===== src/rtl/ghost_motion_pkg.sv =====
// Shared game package: direction encoding, ghost state encoding and bus widths.
package ghost_motion_pkg;

  localparam int unsigned X_W   = 11;
  localparam int unsigned Y_W   = 10;
  localparam int unsigned DIR_W = 4;

  // One-hot directions, shared with the ghost controller
  localparam logic [DIR_W-1:0] RIGHT = 4'b0001;
  localparam logic [DIR_W-1:0] UP    = 4'b0010;
  localparam logic [DIR_W-1:0] DOWN  = 4'b0100;
  localparam logic [DIR_W-1:0] LEFT  = 4'b1000;
  localparam logic [DIR_W-1:0] ZEROS = 4'b0000;

  typedef enum logic [1:0] {
    WAIT = 2'd0,
    MOVE = 2'd1,
    DEAD = 2'd2
  } ghost_state_e;

  // True when exactly one direction bit is set
  function automatic logic is_onehot_dir(input logic [DIR_W-1:0] d);
    return (d != ZEROS) && ((d & (d - DIR_W'(1))) == ZEROS);
  endfunction

endpackage


===== src/rtl/tick_counter.sv =====
// Terminal-count tick counter used to time the ghost respawn.
module tick_counter #(
  parameter int unsigned TERMINAL = 64
) (
  input  logic clk,
  input  logic clear,
  input  logic enable,
  output logic terminal_c
);

  localparam int unsigned CNT_W = (TERMINAL > 1) ? $clog2(TERMINAL) : 1;

  logic [CNT_W-1:0] count;

  // Pulses on the enable that completes TERMINAL counted events
  assign terminal_c = enable && (count == CNT_W'(TERMINAL - 1));

  // Count enables, wrapping to zero on the terminal event
  always_ff @(posedge clk) begin
    if (clear) begin
      count <= '0;
    end else if (enable) begin
      count <= terminal_c ? '0 : count + CNT_W'(1);
    end
  end

endmodule


===== src/rtl/ghost_motion.sv =====
// Ghost position/direction tracker: house wait, tile-aligned steering, tunnel wrap, respawn.
module ghost_motion
  import ghost_motion_pkg::*;
#(
  parameter logic [X_W-1:0] START_X       = 11'd320,
  parameter logic [Y_W-1:0] START_Y       = 10'd240,
  parameter int unsigned    TILE          = 16,
  parameter int unsigned    STEP          = 1,
  parameter logic [X_W-1:0] X_MIN         = 11'd0,
  parameter logic [X_W-1:0] X_MAX         = 11'd624,
  parameter int unsigned    RESPAWN_TICKS = 64
) (
  input  logic             clk,
  input  logic             rst,
  input  logic             move_tick,
  input  logic             start,
  input  logic             caught,
  input  logic [DIR_W-1:0] move_direction,
  input  logic [DIR_W-1:0] valid_moves,
  output logic [X_W-1:0]   ghost_pos_x,
  output logic [Y_W-1:0]   ghost_pos_y,
  output logic [DIR_W-1:0] cur_direction,
  output logic             moving,
  output logic             dead
);

  ghost_state_e     state;
  logic             aligned;
  logic [DIR_W-1:0] dir_next;
  logic [DIR_W-1:0] dir_step;
  logic [X_W-1:0]   x_step;
  logic [Y_W-1:0]   y_step;
  logic             cnt_clear;
  logic             cnt_en;
  logic             respawn_c;

  // Tile alignment from the registered position (TILE is a power of two)
  assign aligned = ((ghost_pos_x & X_W'(TILE - 1)) == '0) &&
                   ((ghost_pos_y & Y_W'(TILE - 1)) == '0);

  // Steering decision and the position/direction one tick would produce
  always_comb begin
    dir_next = cur_direction;
    if (aligned) begin
      dir_next = (is_onehot_dir(move_direction) && ((move_direction & valid_moves) != ZEROS))
                 ? move_direction : ZEROS;
    end
    x_step   = ghost_pos_x;
    y_step   = ghost_pos_y;
    dir_step = dir_next;
    case (dir_next)
      RIGHT: x_step = (ghost_pos_x == X_MAX) ? X_MIN : ghost_pos_x + X_W'(STEP);
      LEFT:  x_step = (ghost_pos_x == X_MIN) ? X_MAX : ghost_pos_x - X_W'(STEP);
      DOWN:  y_step = ghost_pos_y + Y_W'(STEP);
      UP: begin
        if (ghost_pos_y == '0) dir_step = ZEROS;
        else                   y_step   = ghost_pos_y - Y_W'(STEP);
      end
      default: ;
    endcase
  end

  // Respawn timer only runs while dead and restarts from zero on every entry
  assign cnt_clear = rst || (state != DEAD);
  assign cnt_en    = move_tick && (state == DEAD);

  tick_counter #(
    .TERMINAL(RESPAWN_TICKS)
  ) u_respawn (
    .clk       (clk),
    .clear     (cnt_clear),
    .enable    (cnt_en),
    .terminal_c(respawn_c)
  );

  // Ghost FSM with registered position, direction and status flags
  always_ff @(posedge clk) begin
    if (rst) begin
      state         <= WAIT;
      ghost_pos_x   <= START_X;
      ghost_pos_y   <= START_Y;
      cur_direction <= ZEROS;
      moving        <= 1'b0;
      dead          <= 1'b0;
    end else begin
      case (state)
        WAIT: begin
          if (start) begin
            state  <= MOVE;
            moving <= 1'b1;
          end
        end
        MOVE: begin
          if (caught) begin
            state  <= DEAD;
            moving <= 1'b0;
            dead   <= 1'b1;
          end else if (move_tick) begin
            ghost_pos_x   <= x_step;
            ghost_pos_y   <= y_step;
            cur_direction <= dir_step;
          end
        end
        DEAD: begin
          if (respawn_c) begin
            state         <= WAIT;
            dead          <= 1'b0;
            ghost_pos_x   <= START_X;
            ghost_pos_y   <= START_Y;
            cur_direction <= ZEROS;
          end
        end
        default: begin
          state  <= WAIT;
          moving <= 1'b0;
          dead   <= 1'b0;
        end
      endcase
    end
  end

endmodule


===== config.mk =====
export PLATFORM = sky130hd
export DESIGN_NAME = ghost_motion
export DESIGN_NICKNAME = d
export VERILOG_FILES = /design/src/rtl/ghost_motion_pkg.sv /design/src/rtl/tick_counter.sv /design/src/rtl/ghost_motion.sv
export SDC_FILE = /design/constraint.sdc
export NUM_CORES = 1
export LEC_CHECK = 0
export CORE_MARGIN = 4
export CORE_UTILIZATION = 50
export DETAILED_ROUTE_END_ITERATION = 6
export DONT_BUFFER_PORTS = 1
export HOLD_SLACK_MARGIN = 0.06
export SLEW_MARGIN = 20
export SYNTH_ARGS = -nofsm -noshare
export SYNTH_HDL_FRONTEND = slang
export SYNTH_HIERARCHICAL = 1
export SYNTH_SLANG_ARGS = --single-unit

===== constraint.sdc =====
create_clock -name clk -period 3.88 [get_ports clk]
set_input_delay 0.776 -clock clk [delete_from_list [all_inputs] [get_ports clk]]
set_output_delay 0.776 -clock clk [all_outputs]
set_load 0.03 [all_outputs]

==> reports/summary.txt, run 1 <==
================================================================================
Filler cell count in the final layout                                        460
Width of the die                                                        79.50 um
Die H                                                                   79.50 um
Status                                                              finished, final reports clean
Number of flops mapped to enable cells by yosys                                0
Slew of the pin with the lowest slew margin                            0.8140 ns
Initial core utilization                                                  52.72%
First-pass iteration count of the detailed router                              5
Insertion delay to the later sink of the worst-skew pair                 0.28 ns
Layout overhead on the synthesized area                                   7.587%
Count of unresolved DRC violations after routing                               0
Highest clock rate                                                     279.4 MHz
Maximum number of pins on one net before global-route repair                  20
Number of vias after detailed routing                                      2,347
Leading register cell type out of synthesis                              dfxtp_1
GR Overflow Total                                                              0
Number of instances in the synthesized netlist                               312
Post-synth ARST share                                                         0%
Core outline area                                                       4848 um2
Number of clock sinks seen by CTS                                             35
Main combinational cell family by area after synthesis              simple AND/OR/NAND/NOR gates
Flops & latches, synth                                                        35
Share of cell area taken by muxes after synthesis                         3.524%
Number of setup violations in the final report                                 0
Post-synthesis simple-gate area fraction                                  27.80%
Via count of the first global-routing pass                                 2,325
I/O pin count                                                                 40
Total nets after synthesis                                                   337
Mapped Area                                                             2556 um2
CP startpoint kind                                                     flip-flop
Share of the yosys chip area belonging to registers                       27.41%
Clock tree from TritonCTS                                                  built
Initial DRC Count                                                            108
Hold WS                                                                0.5231 ns
HPWL after DPL                                                           4677 um
Crit path max fanout                                                          11
Area of the multi-input gates                                           1713 um2
Clock slew at reported path FFs                                          0.07 ns
Level count of the clock H-tree                                                2
Post-layout minimum cycle time                                          3.580 ns
Fraction of the mapped netlist area in compound gates                     25.75%
Sequential cell area                                                   700.7 um2
Share of the synthesized netlist area taken by xor and xnor gates         3.769%
Fraction of layout instances using a drive strength above 1               13.44%
Setup repair after global routing missed its margin                        false
Synth warnings                                                                 6
Post-DRT Antenna Nets                                                          0
Wire length of the first global-routing pass                           10,720 um
TritonCTS buffer count                                                         5
Unique masters post-synth                                                     67
Hold Vio Cnt, Final                                                            0
Final Power                                                          0.0007603 W
Final weighted congestion of routability-driven global placement          0.8434
Routed vias/inst                                                           6.065
Period Utilization, post-route                                            92.26%
Worst IR Drop VDD                                                    0.0001831 V
Worst slew slack as a fraction of its limit                               45.31%
Cell taking the most area after synthesis                                dfxtp_1
Diodes inserted                                                                0
Aggregate routed wire length                                             6379 um
Root buffer cell                                                        clkbuf_8
Final TNS setup                                                             0 ns
MaxCap Viol Count                                                              0
Gr usage total                                                            21.23%
Count of port buffers added during placement                                   0
Initial antenna violation count                                                0
Critical Setup Path Class                                                reg2reg
Clock tree skew after final layout                                    0.01020 ns
Maximum clock insertion buffer count                                           2
Data arrival time of the critical path                                   3.75 ns
Biggest area contributors in the synthesized netlist                dfxtp_1 (27%), ha_1 (5.4%), nor2_1 (4.7%)
Routed length per placed instance                                       16.48 um
Static leakage                                                          1.007 nW
Rows                                                                          25
Worst endpoint required time                                             4.05 ns
Avg Synthesized Cell Area                                              8.193 um2
Hold crit path type                                                      reg2reg
Worst setup EP type                                                    flip-flop
Area enclosed by the die boundary                                       6320 um2
Number of buffers inserted to repair setup after CTS                           0
Power per standard cell area                                        276.4 nW/um2
Synth Area in Adders                                                      6.167%
Hold-fix buffers, CTS                                                          0
Fraction of post-synthesis cell area in the top cell type by area         27.41%
Count of nets after finishing                                                346
Final Max Tran Viols                                                           0
Resized cells post-CTS                                                         0
================================================================================
==> layout make-up <==
cell class,count,area share [%]
Multi-Input combinational cell,248,62.28
Sequential cell,35,25.48
Timing Repair Buffer,17,4.641
Tap cell,67,3.048
Clock buffer,6,2.639
Inverter,14,1.911
==> path summary, 6_finish.rpt <==
| path | startpoint | end | slack, ns | cells after the start |
|---|---|---|---|---|
| setup / recovery | ghost_pos_x[0] | ghost_pos_y[6] | 0.30 | 16 |
| hold / removal | u_respawn/count[5] | u_respawn/count[5] | 0.52 | 2 |
| setup reg to reg | ghost_pos_x[0] | ghost_pos_y[6] | 0.30 | 16 |
| hold reg to reg | u_respawn/count[5] | u_respawn/count[5] | 0.52 | 2 |
==> cells by family (layout without fill, tap and decap cells) <==
group	after synthesis	after routing
flip-flops	35	35
AO/OA/AOI/OAI	88	88
multiplexers	9	9
AND/OR/NAND/NOR	128	128
buffers and inverters	29	37
XOR/XNOR	11	11
adder cells (fa/ha/maj)	12	12
==> critical path, cell delays in order, from the launching register on <==
cell      delay, ns
dfxtp_1        0.31
inv_1          0.05
ha_1           0.18
or3b_1         0.47
a211oi_4       0.33
a32oi_2        0.21
nor3_2         0.18
buf_4          0.21
inv_1          0.07
fa_1           0.37
nor2b_1        0.16
o21ai_0        0.11
a21boi_0       0.24
o21ai_0        0.13
nor2b_1        0.15
xnor2_1        0.12
o22a_1         0.17
==> metrics by stage <==
| stage | setup slack, ns | util, % | instances | instance area (um2) |
|---|---|---|---|---|
| floorplan | 0.1571 | - | 312 | 2556 |
| global placement | 0.3819 | 55.07 | 380 | 2670 |
| detailed placement | 0.3137 | 55.07 | 380 | 2670 |
| CTS | 0.3154 | 56.57 | 386 | 2743 |
| global route | 0.001688 | 56.72 | 387 | 2750 |
| finish | 0.3004 | 56.72 | 387 | 2750 |
==> layout by cell type, fill, tap and decap left out, types with 5 or more instances in the layout <==
cell / n
a21oi_1: 17
a32oi_1: 7
and3_1: 6
buf_4: 17
clkbuf_8: 5
dfxtp_1: 35
ha_1: 11
inv_1: 14
mux2i_1: 9
nand2_1: 20
nand3_1: 10
nor2_1: 32
nor2b_1: 6
nor3_1: 9
nor4_1: 6
o21ai_0: 11
o31ai_1: 6
or2_2: 6
or3_1: 5
xor2_1: 7
==> state kept, by name, indices dropped and copies added, names as in the netlist <==
register	count
ghost_pos_x	11
cur_direction	4
moving	1
dead	1
u_respawn/count	6
state	2
ghost_pos_y	10
==> Yosys cell counts (3+ instances only) <==
cell type and count:
or2_2 6, and2_1 3, xor2_1 7, a22oi_1 3, ha_1 11, or3_1 5, o21ai_0 11, nor3_1 9
o22a_1 4, xnor2_1 4, nor2b_1 6, nor2_1 32, clkbuf_1 7, buf_6 3, a21oi_1 17, and3_1 6
mux2i_1 9, nand3_1 10, nand4_1 3, nor4_1 6, a31oi_1 3, buf_2 3, o22ai_1 3, dfxtp_1 35
nand2b_1 4, nand2_1 20, a32oi_1 7, o31ai_1 6, a32o_1 4, a2111oi_0 3, inv_1 14
==> power breakdown <==
group	internal [W]	switching [W]	total, W
combinational	0.0000574	0.0000695	0.000127
clock	0.000120	0.000125	0.000244
sequential	0.000366	0.0000227	0.000389
total	0.000543	0.000217	0.000760
==> routing by layer <==
metal	GRT usage, %	part of all wire (%)
met4	7.560	1.3
met1	25.14	44
met5	0	0
met3	3.612	4.2
met2	38.15	51
Note: power is estimated with default switching activity, not from simulation.
==> run 2: changes to the inputs <==
--- a/config.mk
+++ b/config.mk
@@ -7,6 +7,7 @@
 export LEC_CHECK = 0
 export CORE_MARGIN = 4
 export CORE_UTILIZATION = 50
+export CTS_BUF_LIST = sky130_fd_sc_hd__clkbuf_4 sky130_fd_sc_hd__clkbuf_8
 export DETAILED_ROUTE_END_ITERATION = 6
 export DONT_BUFFER_PORTS = 1
 export HOLD_SLACK_MARGIN = 0.06
==> run 2 against run 1 <==
  * Routed wire length about the same
  * Final area up 0.14%
  * Sequential cell count unchanged
  * Count of clock-buffer cells in the layout unchanged
  * Hold slack about the same
  * Utilization up 0.077 points
  * Die area unchanged
  * Non-clock buffer count unchanged
==> reports/summary.txt, run 2 (synthesis gave the netlist of run 1 again) <==
==================================================================================
Clock slew at reported path FFs                                            0.08 ns   about the same
Highest clock rate                                                       278.7 MHz   -0.23%
Period Utilization, post-route                                              92.47%   +0.21 points
HP Start                                                              u_respawn/count[5]
Crit path max fanout                                                            11   unchanged
Area enclosed by the die boundary                                         6320 um2   unchanged
Level count of the clock H-tree                                                  2   unchanged
Setup repair after global routing missed its margin                          false
Core outline area                                                         4848 um2   unchanged
Hold Path End                                                         u_respawn/count[5]
Top flop regs                                                         ghost_pos_x: 11 flops, ghost_pos_y: 10 flops, u_respawn/count: 6 flops
Hold-fix buffers, CTS                                                            0   unchanged
Power per standard cell area                                          279.0 nW/um2   +0.92%
Startpoint of the worst-slack reg-to-reg timing path                  ghost_pos_x[0]
Clock tree from TritonCTS                                                    built
Wire length of the first global-routing pass                             10,730 um   about the same
GR Overflow Total                                                                0   unchanged
Fraction of layout instances using a drive strength above 1                 13.75%   +0.31 points
Number of setup violations in the final report                                   0   unchanged
Maximum number of pins on one net before global-route repair                    20   unchanged
Count of unresolved DRC violations after routing                                 0   unchanged
Family of cells with the greatest summed delay on the critical path   compound AO/OA/AOI/OAI gates
I/O pin count                                                                   40   unchanged
Status                                                                finished, final reports clean
WP buf/inv                                                                       3   unchanged
Initial antenna violation count                                                  0   unchanged
Filler cell count in the final layout                                          460   unchanged
Comb pwr share                                                               16.5%   -0.2 points
Root buffer cell                                                          clkbuf_8
Hold Path Cell Cnt                                                               2   unchanged
Slack of the worst reg-to-reg path                                         0.29 ns   about the same
Clock share of power                                                         32.9%   +0.8 points
Static leakage                                                            1.011 nW   +0.34%
First-pass iteration count of the detailed router                                4   -1
Final weighted congestion of routability-driven global placement            0.8434   unchanged
Data arrival time of the critical path                                     3.75 ns   about the same
Hold Vio Cnt, Final                                                              0   unchanged
Leading cell type in the layout, fill and taps excluded                    dfxtp_1
Post-DRT Antenna Nets                                                            0   unchanged
Commonest non-fill, non-tap cells in the layout                       dfxtp_1 (35), nor2_1 (32), nand2_1 (20)
Insertion delay to the later sink of the worst-skew pair                   0.28 ns   about the same
HPWL after DPL                                                             4677 um   unchanged
Routed vias/inst                                                             6.121   +0.94%
Via count of the first global-routing pass                                   2,326   +0.043%
Diodes inserted                                                                  0   unchanged
Switching power total                                                  0.0002180 W   +0.48%
Final TNS setup                                                               0 ns   unchanged
Sequential share of power                                                    50.6%   -0.6 points
Count of nets after finishing                                                  346   unchanged
Worst IR Drop VDD                                                      0.0001838 V   +0.38%
Aggregate routed wire length                                               6380 um   about the same
CP startpoint kind                                                       flip-flop
Width of the die                                                          79.50 um   unchanged
Register name with the most flops                                      ghost_pos_x
Routed length per placed instance                                         16.49 um   about the same
Pint                                                                   0.0005503 W   +1.3%
Number of vias after detailed routing                                        2,369   +0.94%
Rows                                                                            25   unchanged
Critical Setup Path Class                                                  reg2reg
Worst setup EP type                                                      flip-flop
Endpoint of the worst register-to-register path                       ghost_pos_y[9]
Ordered list of cells on the worst path                               inv_1 > ha_1 > or3b_1 > a211oi_4 > buf_4 > a32o_1 > nor3_2 > buf_4 > ha_1 > nand3_1 > o211ai_1 > o211ai_1 > o21ai_0 > xor2_1 > mux2i_1 > o21ai_1
Crit path max-delay cell type                                               or3b_1
Initial DRC Count                                                              130   +20%
Layout overhead on the synthesized area                                     7.734%
Switching fraction of total power                                           28.37%   -0.16 points
Hold crit path type                                                        reg2reg
Number of clock sinks seen by CTS                                               35   unchanged
Maximum clock insertion buffer count                                             2   unchanged
Worst slew slack as a fraction of its limit                                 45.56%   +0.25 points
Post-layout minimum cycle time                                            3.588 ns   +0.008198 ns
Slew of the pin with the lowest slew margin                              0.8104 ns   -0.003671 ns
Flip-flop count of the largest register after layout                            11   unchanged
Gr usage total                                                              21.23%   unchanged
Final Max Tran Viols                                                             0   unchanged
MaxCap Viol Count                                                                0   unchanged
Clock tree skew after final layout                                      0.01128 ns   +0.001077 ns
R2r worst-path depth                                                            16   unchanged
Die H                                                                     79.50 um   unchanged
TritonCTS buffer count                                                           5   unchanged
Initial core utilization                                                    52.72%   unchanged
Final design utilization                                                    56.80%   +0.077 points
Area after detailed placement                                             2670 um2   unchanged
Biggest cell delay along the critical path                                 0.47 ns   about the same
Finished layout cell area                                                 2754 um2   +0.14%
Worst endpoint required time                                               4.05 ns   about the same
Count of port buffers added during placement                                     0   unchanged
==================================================================================
run 2: cell counts in the layout (fill, tap and decap cells not counted):
No cell type changed its count.
run 2: what timing repair did:
| action | 4_1_cts | 5_1_grt |
|---|---|---|
| resized for setup | 0 | 0 |
| buffers inserted | 0 | 1 |
| endpoints found under the hold margin | 0 | 0 |
| endpoints found under the setup margin | 0 | 2 |
run 2: power groups by stage:
stage,registers [W],logic (W),clock network (W)
6_report,0.000389,0.000127,0.000253
5_1_grt,0.000390,0.000141,0.000278
4_1_cts,0.000389,0.000124,0.000264
3_5_place_dp,0.000397,0.000123,0
3_3_place_gp,0.000397,0.000123,0
2_1_floorplan,0.000390,0.000110,0
run 2: tightest hold or removal path, stage by stage, from the launching register on:
cell and delay (ns):
dfxtp_1 0.34, nand3_1 0.07, a31oi_1 0.06
run 2: cell type report:
cell class              count  area (um2)  share of cell area, %
multi-input cells         248        1713                  62.20
flip-flops and latches     35       700.7                  25.44
repair buffers             17       127.6                  4.634
well taps                  67       83.83                  3.044
clock buffers               6       76.32                  2.771
inverters                  14       52.55                  1.908
run 2: how the worst max path moves through the flow:
| stage | start | end | slack [ns] | cells past startpoint |
|---|---|---|---|---|
| 2_1_floorplan | ghost_pos_x[0] | ghost_pos_y[6] | 0.16 | 17 |
| 3_3_place_gp | ghost_pos_x[0] | ghost_pos_y[6] | 0.38 | 16 |
| 3_5_place_dp | ghost_pos_x[0] | ghost_pos_y[6] | 0.31 | 16 |
| 4_1_cts | ghost_pos_x[0] | ghost_pos_y[6] | 0.32 | 16 |
| 5_1_grt | ghost_pos_x[0] | ghost_pos_y[9] | 0.0007 | 16 |
| 6_report | ghost_pos_x[0] | ghost_pos_y[9] | 0.29 | 16 |
run 2: routing by layer:
metal	share of wire (%)	global-route usage, %	wire length (um)	vias up
li1	-	-	-	1199
met1	44	25.14	2778	1100
met2	51	38.15	3237	63
met3	4.4	3.612	283	7
met4	1.3	7.560	80	0
met5	0	0	0	-
run 2: metrics by stage:
| stage | power [W] | hold WS [ns] | cells | worst slack [ns] |
|---|---|---|---|---|
| global placement | 0.0005196 | 0.4940 | 380 | 0.3819 |
| finish | 0.0007683 | 0.5231 | 387 | 0.2922 |
| detailed placement | 0.0005204 | 0.5143 | 380 | 0.3137 |
| global route | 0.0008093 | 0.5465 | 387 | 0.0006999 |
| CTS | 0.0007767 | 0.5234 | 386 | 0.3154 |
| floorplan | 0.0005002 | 0.4795 | 312 | 0.1571 |
==> RTL change, RTL diff (settings of run 1) <==
Encoding of `ghost_state_e`: now one-hot (3 bits for 3 states).
--- a/src/rtl/ghost_motion_pkg.sv
+++ b/src/rtl/ghost_motion_pkg.sv
@@ -14,6 +14,6 @@
 
-  typedef enum logic [1:0] {
-    WAIT = 2'd0,
-    MOVE = 2'd1,
-    DEAD = 2'd2
+  typedef enum logic [2:0] {
+    WAIT = 3'b001,
+    MOVE = 3'b010,
+    DEAD = 3'b100
   } ghost_state_e;
Check against the original RTL: same outputs for any inputs over 10 cycles, from zero or initial values and one cycle with rst high; not proved beyond that.
==> RTL change against run 1 <==
Global-route usage grew 0.87 points; worst setup slack better by 0.025 ns; sequential power grew 3%; die area up 4.1%; area after synthesis rose by 4.6%; final area grew 6.6%; total power grew 8.0%; core utilization is 0.31 points higher; wire length increased by 6.7%; fmax up 0.69%; largest cell class unchanged; sequential cell count is 1 higher.
==> RTL change: results (changes against run 1) <==
- H-tree Lvls: 2 (unchanged)
- Antenna Cells: 0 (unchanged)
- Synth Warn #: 6 (unchanged)
- Cell area after placement: 2810 um2 (+5.1%)
- Vias in the first global route: 2,403 (+3.4%)
- Share of cells above drive strength 1: 12.3% (-1.2 points)
- Worst-Skew Late Latency: ~0.29 ns
- Peak supply drop: 0.187 mV (+2.1%)
- Clock skew: 0.00604 ns (-0.00416 ns)
- # nets final: 375 (+8.4%)
- HPWL after DPL: 5060 um (+8.2%)
- Largest net degree at the start of global routing: 30 (+50%)
- Fillers: 511 (+11%)
- Gr usage total: 22.1% (+0.87 points)
- Async S/R FF share, synth: 0% (unchanged)
- Leak Pwr: 1.15 nW (+14%)
- Max FO, Critical Path: 6 (-5)
- Cts bufs inserted: 5 (unchanged)
- Worst hold path depth: 2 (unchanged)
- Max-slew headroom: 55.6% (+10 points)
- R2R depth: 14 (-2)
- HP Start: u_respawn/count[5]
- Routability cong.: 0.865 (+2.5%)
- R2R Path End: ghost_pos_y[9]
- Max Root-Sink Buffers: 2 (unchanged)
- Initial antenna violation count: 0 (unchanged)
- Worst Hold Path EP: u_respawn/count[5]
- Clk root buf: clkbuf_8
- Status: finished clean
- CP delay by family, top: compound AO/OA/AOI/OAI gates
- Top Registers: ghost_pos_x: 11 flops, ghost_pos_y: 10 flops, u_respawn/count: 6 flops
- Max incr delay on CP: 0.44 ns (-0.03 ns)
- Total number of vias: 2,563 (+9.2%)
- CP Launch Point: ghost_pos_x[0]
- Hold WC Path Type: flip-flop to flip-flop
- Drt pass-1 iters: 4 (-1)
- First-pass GRT wire length: 11,500 um (+7.1%)
- DR iter-0 viols: 156 (+44%)
- Main flop type after synthesis: dfxtp_1
- Synth unique cells: 69 (+3.0%)
- Clock transition at path regs: about 0.08 ns
- Synth cell count leaders: nor2_1 (46), dfxtp_1 (36), a21oi_1 (24)
- Port bufs: 0 (unchanged)
- Worst R2R Setup Slack: 0.32 ns (+0.02 ns)
- Top cells by area, synth: dfxtp_1 (27%), nor2_1 (6.5%), ha_1 (5.1%)
- Setup Fix Bufs, Post-CTS: 0 (unchanged)
- Final wirelength: 6810 um (+6.7%)
- Seq/Total Area, Yosys: 27.0% (-0.44 points)
- Slowest CP cell: or3b_1
- Synth Net Count: 368 (+9.2%)
- Worst Path Arrival: 3.73 ns (-0.02 ns)
==> RTL change: changes by cell type in the layout (fill, tap and decap cells not counted), sizes merged, moves of 4 or more <==
cell and delta:
nor2 +14, nor3 +10, a21oi +6, a221oi +5
mux2i -5, nand3 +5, a32oi -4, o21bai +4
o22a -4
==> RTL change: layout make-up <==
cell class / count / area, um2 / area share (%)
multi-input cells: 279 / 1870 / 63.8
flip-flops and latches: 36 / 721 / 24.6
repair buffers: 15 / 113 / 3.84
well taps: 70 / 87.6 / 2.99
clock buffers: 6 / 82.6 / 2.82
inverters: 13 / 48.8 / 1.66
clock inverters: 2 / 10.0 / 0.341
==> RTL change: worst reg2reg max path, cell delays in order, from the launching register on <==
cell and delay (ns):
dfxtp_1 0.32, inv_1 0.05, ha_1 0.17, or3b_1 0.44, or2_4 0.28, a32o_1 0.28
nor3_4 0.31, ha_1 0.29, a21oi_1 0.20, o211ai_1 0.16, o41ai_2 0.26, o21ai_0 0.16
xor2_1 0.23, o32a_1 0.21, o41ai_2 0.06
==> RTL change: where the power goes <==
group	leakage, nW	internal, mW	switching [mW]	total, mW
registers	0.291	0.379	0.0226	0.401
logic	0.808	0.0611	0.0764	0.137
clock network	0.0510	0.142	0.141	0.283
==> RTL change: worst max-delay path by stage <==
stage / end / slack (ns)
after CTS: ghost_pos_y[9] / 0.06
after global routing: ghost_pos_y[9] / -0.01
after detailed placement: ghost_pos_y[9] / 0.09
after global placement: ghost_pos_y[9] / 0.21
after floorplan: ghost_pos_y[9] / 0.04
final: ghost_pos_y[9] / 0.32
==> RTL change: through the flow <==
step,worst slack (ns),std cells,setup TNS [ns],hold WS [ns]
final,0.325,421,0,0.518
after global routing,-0.0137,421,-0.0137,0.532
after CTS,0.0613,421,0,0.517
after detailed placement,0.0927,413,0,0.508
after global placement,0.208,413,0,0.503
after floorplan,0.0382,343,0,0.480
==> RTL change: metal layers <==
metal / track usage (%) / share of wire [%]
met2: 35.6 / 44
met1: 28.8 / 47
met3: 5.32 / 8.0
met5: 0 / 0
met4: 7.77 / 1.0
==> RTL change: timing repair <==
item / CTS / global route
resized for setup: 0 / 4
endpoints found under the setup margin: 0 / 4
hold buffers: 0 / 0
hold endpoints to repair: 0 / 0
==> RTL change: logic make-up after synthesis <==
logic type	count (synthesis)	synth area share, %
fa+ha+maj	12	5.90
xor+xnor	14	4.59
flops	36	27.0
mux	5	1.92
simple gates	153	30.0
buf+inv	28	4.49
compound gates	95	26.1
